[config.mk]
export PLATFORM = sky130hd
export DESIGN_NAME = pipe_stage_skid
export DESIGN_NICKNAME = d
export VERILOG_FILES = /design/src/rtl/pipe_stage_skid.sv
export SDC_FILE = /design/constraint.sdc
export NUM_CORES = 1
export LEC_CHECK = 0
export BUFFER_PORTS_ARGS = -buffer_cell sky130_fd_sc_hd__buf_2
export CORE_UTILIZATION = 55
export CTS_CLUSTER_DIAMETER = 120
export DETAILED_ROUTE_END_ITERATION = 7
export PLACE_DENSITY = 0.81
export SYNTH_ARGS = -nofsm -noshare
export SYNTH_HDL_FRONTEND = slang
export SYNTH_SLANG_ARGS = --single-unit
[constraint.sdc]
create_clock -name clock -period 9.9 [get_ports clock]
set_clock_uncertainty 0.15 [all_clocks]
set_input_delay 1.98 -clock clock [delete_from_list [all_inputs] [get_ports clock]]
set_output_delay 1.98 -clock clock [all_outputs]
set_load 0.02 [all_outputs]
[src/rtl/pipe_stage_skid.sv]
// Pipeline stage register with valid/ready handshake, synchronous flush and an
// optional second (skid) entry so that in_ready can come straight from a flop.
// Carries a debug PC alongside the payload and counts downstream stall cycles.
module pipe_stage_skid #(
    parameter int               WIDTH     = 64,
    parameter logic [WIDTH-1:0] RESET_VAL = {WIDTH{1'b0}},
    parameter logic [31:0]      RESET_PC  = 32'hbfc00000,
    parameter int               SKID      = 1,
    parameter int               CNT_W     = 16
) (
    input  logic             clock,
    input  logic             reset,
    input  logic             flush,
    input  logic             in_valid,
    output logic             in_ready,
    input  logic [WIDTH-1:0] in_data,
    input  logic [31:0]      in_pc,
    output logic             out_valid,
    input  logic             out_ready,
    output logic [WIDTH-1:0] out_data,
    output logic [31:0]      out_pc,
    output logic [CNT_W-1:0] stall_cnt
);

    // Occupancy: nothing stored, head only, head plus skid entry.
    localparam logic [1:0] ST_EMPTY = 2'd0;
    localparam logic [1:0] ST_ONE   = 2'd1;
    localparam logic [1:0] ST_TWO   = 2'd2;

    localparam logic [CNT_W-1:0] CNT_MAX = {CNT_W{1'b1}};
    localparam logic [CNT_W-1:0] CNT_ONE = CNT_W'(1);

    logic [1:0]       r_state;
    logic             r_main_valid;
    logic [WIDTH-1:0] r_main_data;
    logic [31:0]      r_main_pc;
    logic [WIDTH-1:0] r_skid_data;
    logic [31:0]      r_skid_pc;
    logic             r_in_ready;
    logic [CNT_W-1:0] r_stall_cnt;

    logic       w_acc;
    logic       w_iss;
    logic       w_in_ready;
    logic [1:0] w_state_nxt;
    logic       w_load_head_in;
    logic       w_load_head_skid;
    logic       w_load_skid;

    // With a skid entry the ready is a flop; without one it must look at
    // out_ready so a full head can be replaced in the same cycle it issues.
    assign w_in_ready = (SKID != 0) ? r_in_ready : (~r_main_valid | out_ready);
    assign w_acc      = in_valid & w_in_ready;
    assign w_iss      = r_main_valid & out_ready;

    // Next occupancy and which storage entry loads from where this cycle.
    always_comb begin
        w_state_nxt      = r_state;
        w_load_head_in   = 1'b0;
        w_load_head_skid = 1'b0;
        w_load_skid      = 1'b0;
        case (r_state)
            ST_EMPTY: begin
                if (w_acc) begin
                    w_state_nxt    = ST_ONE;
                    w_load_head_in = 1'b1;
                end else begin
                    w_state_nxt = ST_EMPTY;
                end
            end
            ST_ONE: begin
                if (w_acc && w_iss) begin
                    w_state_nxt    = ST_ONE;
                    w_load_head_in = 1'b1;
                end else if (w_acc) begin
                    w_state_nxt = ST_TWO;
                    w_load_skid = 1'b1;
                end else if (w_iss) begin
                    w_state_nxt = ST_EMPTY;
                end else begin
                    w_state_nxt = ST_ONE;
                end
            end
            ST_TWO: begin
                if (w_iss) begin
                    w_state_nxt      = ST_ONE;
                    w_load_head_skid = 1'b1;
                end else begin
                    w_state_nxt = ST_TWO;
                end
            end
            default: begin
                w_state_nxt = ST_EMPTY;
            end
        endcase
    end

    // Occupancy, head/skid storage and the registered in_ready; flush wins
    // over any accept or issue in the same cycle.
    always_ff @(posedge clock or posedge reset) begin
        if (reset) begin
            r_state      <= ST_EMPTY;
            r_main_valid <= 1'b0;
            r_main_data  <= RESET_VAL;
            r_main_pc    <= RESET_PC;
            r_skid_data  <= RESET_VAL;
            r_skid_pc    <= RESET_PC;
            r_in_ready   <= 1'b1;
        end else if (flush) begin
            r_state      <= ST_EMPTY;
            r_main_valid <= 1'b0;
            r_main_data  <= RESET_VAL;
            r_main_pc    <= RESET_PC;
            r_skid_data  <= RESET_VAL;
            r_skid_pc    <= RESET_PC;
            r_in_ready   <= 1'b1;
        end else begin
            r_state      <= w_state_nxt;
            r_main_valid <= (w_state_nxt != ST_EMPTY);
            r_in_ready   <= (w_state_nxt != ST_TWO);
            if (w_load_head_in) begin
                r_main_data <= in_data;
                r_main_pc   <= in_pc;
            end else if (w_load_head_skid) begin
                r_main_data <= r_skid_data;
                r_main_pc   <= r_skid_pc;
            end else begin
                r_main_data <= r_main_data;
                r_main_pc   <= r_main_pc;
            end
            if (w_load_skid) begin
                r_skid_data <= in_data;
                r_skid_pc   <= in_pc;
            end else begin
                r_skid_data <= r_skid_data;
                r_skid_pc   <= r_skid_pc;
            end
        end
    end

    // Saturating count of cycles where a beat waits on downstream; flush
    // deliberately leaves it alone.
    always_ff @(posedge clock or posedge reset) begin
        if (reset) begin
            r_stall_cnt <= {CNT_W{1'b0}};
        end else if (r_main_valid && !out_ready && (r_stall_cnt != CNT_MAX)) begin
            r_stall_cnt <= r_stall_cnt + CNT_ONE;
        end else begin
            r_stall_cnt <= r_stall_cnt;
        end
    end

    assign in_ready  = w_in_ready;
    assign out_valid = r_main_valid;
    assign out_data  = r_main_data;
    assign out_pc    = r_main_pc;
    assign stall_cnt = r_stall_cnt;

endmodule
==> impl_summary.log, run 1 <==
[metrics] run status: complete, no violations
[metrics] synthesized instance count: roughly 850
[metrics] Min-Delay Startpoint: stall_cnt[15]$_DFFE_PP0P_
[metrics] DRC marker count from the first detailed-route iteration: 499
[metrics] GP Congestion: 0.844
[metrics] detailed-route wire length per cell: around 19 um
[metrics] area grow syn2layout: 18.4%
[metrics] fin crit share: approximately 50%
[metrics] number of endpoints failing setup at the final stage: 0
[metrics] synthesis-stage register bit count: 212
[metrics] number of resized instances in the post-cts repair step: 0
[metrics] total DRC errors in the routed layout: 0
[metrics] nets@finish: 1,130
[metrics] setup TNS after final layout: 0 ns
[metrics] peak fanout along the critical path: a little under 80
[metrics] wire length after detailed routing: 23,800 um
[metrics] clock slew at the register clock pins of the worst setup and hold paths: 0.06 ns
[metrics] peak supply drop: around 0.14 mV
[metrics] number of sinks on the clock net: about 210
[metrics] Die X-Extent: around 140 um
[metrics] sequential area share after synthesis: a little over half
[metrics] Rel. slew slack: 24.0%
[metrics] clock period minus final worst setup slack: between 4 and 5 ns
[metrics] Clk network pwr share: between 30% and 40%
[metrics] Maximum Capacitance Violations: 0
[metrics] detailed placer's ending HPWL: ~14,000 um
[metrics] Max Freq: 203 MHz
[metrics] reg-to-reg slack, setup: 6.09 ns
[metrics] Arrival @ worst endpoint: roughly 5.2 ns
[metrics] final count of hold timing violations: 0
[metrics] CP Capture Type: register
[metrics] average size of a mapped cell: ~11 um^2
[metrics] CTS tree: yes
[metrics] Yosys Warn Count: 0
[metrics] overall die area: around 18,000 um^2
[metrics] number of cells traversed by the worst hold path: 1
[metrics] CTS buffer count: 23
[metrics] depth of the worst register-to-register path: 9
[metrics] buffers from clock root to sink, at most: 3
[metrics] Tightest Pin Transition: between 1 and 1.5 ns
[metrics] fraction of final layout cells with drive strength greater than 1: 40.1%
[metrics] end point of the most critical hold path: stall_cnt[15]$_DFFE_PP0P_
[metrics] # port buffers: between 200 and 250
[metrics] portion of total power attributed to sequential cells: a little over two fifths
[metrics] global-route wire length before repair: roughly 39,000 um
[metrics] # H-tree levels: 1
[metrics] switching power total: approximately 0.00066 W
[metrics] max-slew violation count: 0
[metrics] Crit Path Category: in -> reg
[metrics] leakage power: 5.43 nW
[metrics] R2R Path End: out_pc[12]$_DFFE_PP0P_
[metrics] fraction of registers with async set/reset: 100%
[metrics] Post-CTS Repair Setup Buffers: 0
[metrics] total standard cell area after synthesis: about 10000 um^2
[metrics] Tightest Hold Check Type: reg -> reg
[metrics] Hold-fix buffers, CTS: 0
[metrics] vias after detailed routing: 7,514
[metrics] Synth Flop Type: sky130_fd_sc_hd__dfrtp_1
[metrics] area share of the largest cell type after synthesis: between 40% and 50%
[metrics] nets in the synthesized netlist: roughly 960
[metrics] total global routing track utilization: 26.5%
[metrics] number of unique standard cell types used by synthesis: 39
[metrics] post-route total power: between 0.002 and 0.0025 W
[metrics] initial antenna violation count: 3
[metrics] power share of the combinational group: between 15 and 20%
[metrics] number of flops mapped to enable cells by yosys: 0
[metrics] Detailed Routing Iterations Pass 1: 7
[metrics] FP Rows: 48
[metrics] count of pins on the block boundary: between 200 and 250
[metrics] pin count of the biggest net entering global routing: approximately 130
[metrics] CTS root buf: sky130_fd_sc_hd__clkbuf_16
[metrics] number of global-route vias before repair: between 7,000 and 8,000
[metrics] launching element type of the critical path: input pin
[metrics] number of nets with antenna violations after routing: 0
[metrics] Switching Share: 29.0%
[metrics] global route total overflow: 0
[metrics] launch point of the worst reg-to-reg path: out_valid$_DFF_PP0_
[metrics] setup repair after global routing missed its margin: false
[metrics] cell types with the largest area share after synthesis: sky130_fd_sc_hd__dfrtp_1, sky130_fd_sc_hd__a311oi_2, sky130_fd_sc_hd__a22o_1, sky130_fd_sc_hd__nand2_1, sky130_fd_sc_hd__dfstp_2
[metrics] core box area: about 17,000 um^2
[metrics] Starting Density: 56.5%
[metrics] ratio of total power to cell area: between 150 and 200 nW/um^2
[metrics] number of vias per cell: roughly 5.9
[metrics] clock insertion delay at the later pin of the skew report: just over 0.5 ns
[metrics] internal portion of total power: approximately 0.0016 W
[metrics] floorplan die height: around 140 um
[metrics] data required time of the critical path: ~10 ns
[metrics] post-synthesis cell type with the largest combined area: sky130_fd_sc_hd__dfrtp_1
-- state kept, by name (all words and copies together), names as in the netlist --
signal	flops
r_skid_pc	32
out_valid	1
out_data	64
r_skid_data	64
stall_cnt	16
out_pc	32
r_state	2
in_ready	1
-- layout make-up --
cell class / count / area (um^2)
inverter: 4 / 22.5
clock inverter: 9 / 106
antenna: 3 / 7.51
tap: 225 / 282
multi-input combinational: 561 / 4000
timing repair buffer: 224 / 1150
clock buffer: 32 / 679
fill: 1308 / 5730
sequential: 212 / 5330
-- worst max-delay path, cell delays in order --
cell	delay [ns]
sky130_fd_sc_hd__buf_2	0.14
sky130_fd_sc_hd__nand2_1	0.08
sky130_fd_sc_hd__inv_1	0.07
sky130_fd_sc_hd__ha_1	0.19
sky130_fd_sc_hd__nand2_1	0.07
sky130_fd_sc_hd__a21o_4	0.56
sky130_fd_sc_hd__buf_4	0.69
sky130_fd_sc_hd__buf_4	0.84
sky130_fd_sc_hd__nor2_1	0.14
sky130_fd_sc_hd__a311oi_2	0.29
-- per-layer routing --
| layer | vias to the layer above | track usage [%] | routed length [um] |
|---|---|---|---|
| li1 | 3388 | - | - |
| met1 | 3787 | 35.9 | 10200 |
| met2 | 296 | 42.7 | 11400 |
| met3 | 43 | 5.57 | 1710 |
| met4 | 0 | 8.68 | 561 |
| met5 | - | 0 | 0 |
-- power by group through the flow --
stage / Sequential [W] / Combinational, W / Clock, W
3_5_place_dp: 0.00101 / 0.000405 / 0
4_1_cts: 0.000999 / 0.000407 / 0.000890
5_1_grt: 0.00101 / 0.000438 / 0.000925
2_1_floorplan: 0.00107 / 0.000216 / 0
3_3_place_gp: 0.00101 / 0.000395 / 0
6_report: 0.000999 / 0.000404 / 0.000877
-- metrics by stage --
stage	utilization (%)	setup WS [ns]	cell area [um^2]	cells	hold WS, ns
after floorplan	-	2.01	9770	852	0.323
after global placement	62.3	4.63	10800	1226	0.321
after detailed placement	62.3	4.51	10800	1226	0.341
after CTS	66.8	5.01	11600	1267	0.347
after global routing	66.9	4.75	11600	1269	0.368
final	66.9	4.97	11600	1270	0.348
-- cells in the mapped netlist (2+ instances only) --
library cell / n
sky130_fd_sc_hd__and4_1: 3
sky130_fd_sc_hd__buf_6: 3
sky130_fd_sc_hd__nand4_1: 4
sky130_fd_sc_hd__ha_1: 3
sky130_fd_sc_hd__nand3b_1: 2
sky130_fd_sc_hd__dfrtp_1: 193
sky130_fd_sc_hd__clkbuf_1: 23
sky130_fd_sc_hd__nand3_1: 7
sky130_fd_sc_hd__a22o_1: 87
sky130_fd_sc_hd__inv_1: 3
sky130_fd_sc_hd__nand2b_1: 2
sky130_fd_sc_hd__nand2_2: 40
sky130_fd_sc_hd__nand2_1: 164
sky130_fd_sc_hd__and3_1: 12
sky130_fd_sc_hd__buf_4: 8
sky130_fd_sc_hd__nor2_1: 101
sky130_fd_sc_hd__and2_1: 2
sky130_fd_sc_hd__o21bai_1: 11
sky130_fd_sc_hd__dfstp_2: 19
sky130_fd_sc_hd__xnor2_1: 13
sky130_fd_sc_hd__a311oi_2: 87
sky130_fd_sc_hd__buf_2: 36
sky130_fd_sc_hd__o22a_1: 9
sky130_fd_sc_hd__buf_12: 5
-- cells in the final DEF, fill, tap and decap left out, drive strengths merged, types with 2 or more instances in the layout --
cell type,n
inv,5
nor2,101
dfstp,19
xnor2,13
diode,3
ha,3
dfrtp,193
o22a,9
nand3,7
buf,224
a311oi,87
a31oi,2
and3,12
and4,3
and2,2
nand2b,2
bufinv,2
nand2,204
clkbuf,32
nor3,2
clkinv,3
o21bai,11
a22o,87
nand3b,2
clkinvlp,3
nand4,4
-- logic make-up after synthesis --
family                   Yosys count  share of synthesized area [%]
buffers and inverters             79                           4.86
multiplexers                       2                          0.218
XOR/XNOR                          14                           1.25
flip-flops                       212                           54.5
adder cells (fa/ha/maj)            3                          0.384
AND/OR/NAND/NOR                  342                           15.3
AO/OA/AOI/OAI                    200                           23.5
-- worst max-delay path by stage --
| stage | from | slack [ns] | end |
|---|---|---|---|
| 2_1_floorplan | reset | 2.01 | out_data[0]$_DFFE_PP0P_ |
| 3_3_place_gp | out_ready | 4.63 | out_pc[10]$_DFFE_PP0P_ |
| 3_5_place_dp | out_ready | 4.51 | out_data[7]$_DFFE_PP0P_ |
| 4_1_cts | out_ready | 5.01 | out_pc[11]$_DFFE_PP0P_ |
| 5_1_grt | out_ready | 4.75 | out_pc[11]$_DFFE_PP0P_ |
| 6_report | out_ready | 4.97 | out_pc[12]$_DFFE_PP0P_ |
(Power assumes the default switching activity.)
==> inputs of run 2 (changes only) <==
CORE_UTILIZATION = 49   (was 55)
PLACE_DENSITY = 0.76   (was 0.81)
clock period = 4.15 ns   (was 9.9 ns; I/O delays follow)
==> impl_summary.log, run 2 (synthesized netlist as in run 1, its figures left out) <==
[metrics] initial antenna violation count: 3
[metrics] launching element type of the critical path: register
[metrics] portion of total power attributed to sequential cells: between 40% and 50%
[metrics] # H-tree levels: 1
[metrics] leakage power: approximately 5.4 nW
[metrics] fin crit share: 59.9%
[metrics] peak supply drop: 0.266 mV
[metrics] total DRC errors in the routed layout: 0
[metrics] power share of the combinational group: between 10% and 20%
[metrics] sequential cell area: roughly 5300 um^2
[metrics] FP Rows: between 50 and 60
[metrics] detailed-route wire length per cell: 18.2 um
[metrics] leading cell types in the layout, fill and taps excluded: sky130_fd_sc_hd__buf_2, sky130_fd_sc_hd__dfrtp_1, sky130_fd_sc_hd__nand2_1, sky130_fd_sc_hd__nor2_1
[metrics] buffers from clock root to sink, at most: 3
[metrics] floorplan die height: 143 um
[metrics] core box area: a little under 20,000 um^2
[metrics] Detailed Routing Iterations Pass 1: 5
[metrics] Max Freq: 402 MHz
[metrics] Fillers: 1,593
[metrics] GP Congestion: 0.771
[metrics] pin count of the biggest net entering global routing: ~120
[metrics] fraction of final layout cells with drive strength greater than 1: between 30% and 40%
[metrics] most frequent standard cell in the layout excluding fill and tap cells: sky130_fd_sc_hd__buf_2
[metrics] clock slew at the register clock pins of the worst setup and hold paths: ~0.060 ns
[metrics] Die X-Extent: between 100 and 150 um
[metrics] Arrival @ worst endpoint: around 2.7 ns
[metrics] wire length after detailed routing: about 24,000 um
[metrics] run status: complete, no violations
[metrics] clock period minus final worst setup slack: around 2.5 ns
[metrics] Starting Density: ~50%
[metrics] detailed placer's ending HPWL: 14,500 um
[metrics] Maximum Capacitance Violations: 0
[metrics] setup repair after global routing missed its margin: false
[metrics] max-slew violation count: 0
[metrics] # port buffers: around 210
[metrics] Crit Path Category: reg -> reg
[metrics] peak fanout along the critical path: 54
[metrics] count of pins on the block boundary: between 200 and 250
[metrics] number of global-route vias before repair: roughly 7,600
[metrics] Switching Share: 29.3%
[metrics] global route total overflow: 0
[metrics] overall die area: about 20,000 um^2
[metrics] vias after detailed routing: between 7,000 and 8,000
[metrics] setup TNS after final layout: 0 ns
[metrics] number of sinks on the clock net: 212
[metrics] global-route wire length before repair: ~39,000 um
[metrics] DRC marker count from the first detailed-route iteration: 344
[metrics] switching power total: between 0.0015 and 0.002 W
[metrics] internal portion of total power: 0.00376 W
[metrics] CP Capture Type: register
[metrics] clock insertion delay at the later pin of the skew report: 0.50 ns
[metrics] final count of hold timing violations: 0
[metrics] Tightest Hold Check Type: in -> async
[metrics] Post-CTS Repair Setup Buffers: 0
[metrics] footprint of the multi-input gates: roughly 4000 um^2
[metrics] Clk network pwr share: 36.5%
[metrics] total global routing track utilization: between 20% and 30%
[metrics] CTS buffer count: 23
[metrics] Hold-fix buffers, CTS: 0
[metrics] Rel. slew slack: 36.0%
[metrics] post-route cell area: roughly 12,000 um^2
[metrics] data required time of the critical path: around 4.4 ns
[metrics] Tightest Pin Transition: slightly below 1 ns
[metrics] number of nets with antenna violations after routing: 0
[metrics] number of endpoints failing setup at the final stage: 0
[metrics] nets@finish: 1,136
[metrics] cell area after placement: ~11,000 um^2
[metrics] number of resized instances in the post-cts repair step: 0
[metrics] ratio of total power to cell area: around 460 nW/um^2
[metrics] CTS tree: yes
[metrics] area grow syn2layout: 19.6%
[metrics] depth of the worst register-to-register path: 8
[metrics] CTS root buf: sky130_fd_sc_hd__clkbuf_16
[metrics] number of vias per cell: between 5 and 6
-- run 2: cell count changes in the layout (fill, tap and decap cells not counted), moves of 2 or more --
cell                         change
sky130_fd_sc_hd__buf_12          +8
sky130_fd_sc_hd__clkbuf_1        +8
sky130_fd_sc_hd__clkbuf_8        -4
sky130_fd_sc_hd__buf_4           -3
sky130_fd_sc_hd__clkinvlp_4      -2
-- run 2: area by class of cell --
type / count / share of cell area (%)
timing repair buffer: 230 / 11.1
inverter: 4 / 0.161
clock inverter: 5 / 0.428
tap: 265 / 2.84
sequential: 212 / 45.6
multi-input combinational: 561 / 34.2
antenna: 4 / 0.0857
clock buffer: 36 / 5.60
-- run 2: layer usage --
metal  vias to the layer above  track usage (%)  routed length, um
met5                         -                0                  0
met2                       212             38.8              11500
met3                        37             4.63               1420
met4                         0             7.56                497
li1                       3409                -                  -
met1                      3746             32.1              10500
-- run 2: per-stage QoR --
stage	total power (W)	utilization [%]	hold WS [ns]	setup WS, ns	cells
after floorplan	0.00308	-	0.323	0.429	852
after global placement	0.00339	56.2	0.331	1.29	1272
after CTS	0.00537	59.8	0.359	1.65	1313
after detailed placement	0.00341	56.2	0.341	1.24	1272
final	0.00532	59.8	0.349	1.66	1317
after global routing	0.00554	59.8	0.370	1.49	1317
-- run 2: worst max-delay path, cell delays in order (launching register included) --
cell	delay [ns]
sky130_fd_sc_hd__dfrtp_1	0.46
sky130_fd_sc_hd__nand2_1	0.13
sky130_fd_sc_hd__inv_1	0.06
sky130_fd_sc_hd__ha_1	0.19
sky130_fd_sc_hd__nand2_1	0.09
sky130_fd_sc_hd__a21o_4	0.60
sky130_fd_sc_hd__buf_4	0.35
sky130_fd_sc_hd__nor2_1	0.08
sky130_fd_sc_hd__a311oi_2	0.25
-- run 2: power by group through the flow --
stage / registers, W / logic, W / clock network [W]
after floorplan: 0.00256 / 0.000516 / 0
after global placement: 0.00241 / 0.000982 / 0
after detailed placement: 0.00241 / 0.00100 / 0
after CTS: 0.00238 / 0.00101 / 0.00198
after global routing: 0.00240 / 0.00109 / 0.00205
final: 0.00238 / 0.000999 / 0.00194
-- run 2: path summary, 6_finish.rpt --
| check | start | to | slack (ns) |
|---|---|---|---|
| min in group clock | r_skid_data[21]$_DFFE_PP0P_ | r_skid_data[21]$_DFFE_PP0P_ | 0.35 |
| max in group asynchronous | reset | out_data[51]$_DFFE_PP0P_ | 2.97 |
| setup reg to reg | out_valid$_DFF_PP0_ | out_pc[2]$_DFFE_PP0P_ | 1.66 |
| hold / removal | reset | stall_cnt[1]$_DFFE_PP0P_ | 0.35 |
| setup / recovery | out_valid$_DFF_PP0_ | out_pc[2]$_DFFE_PP0P_ | 1.66 |
| hold reg to reg | r_skid_data[21]$_DFFE_PP0P_ | r_skid_data[21]$_DFFE_PP0P_ | 0.35 |
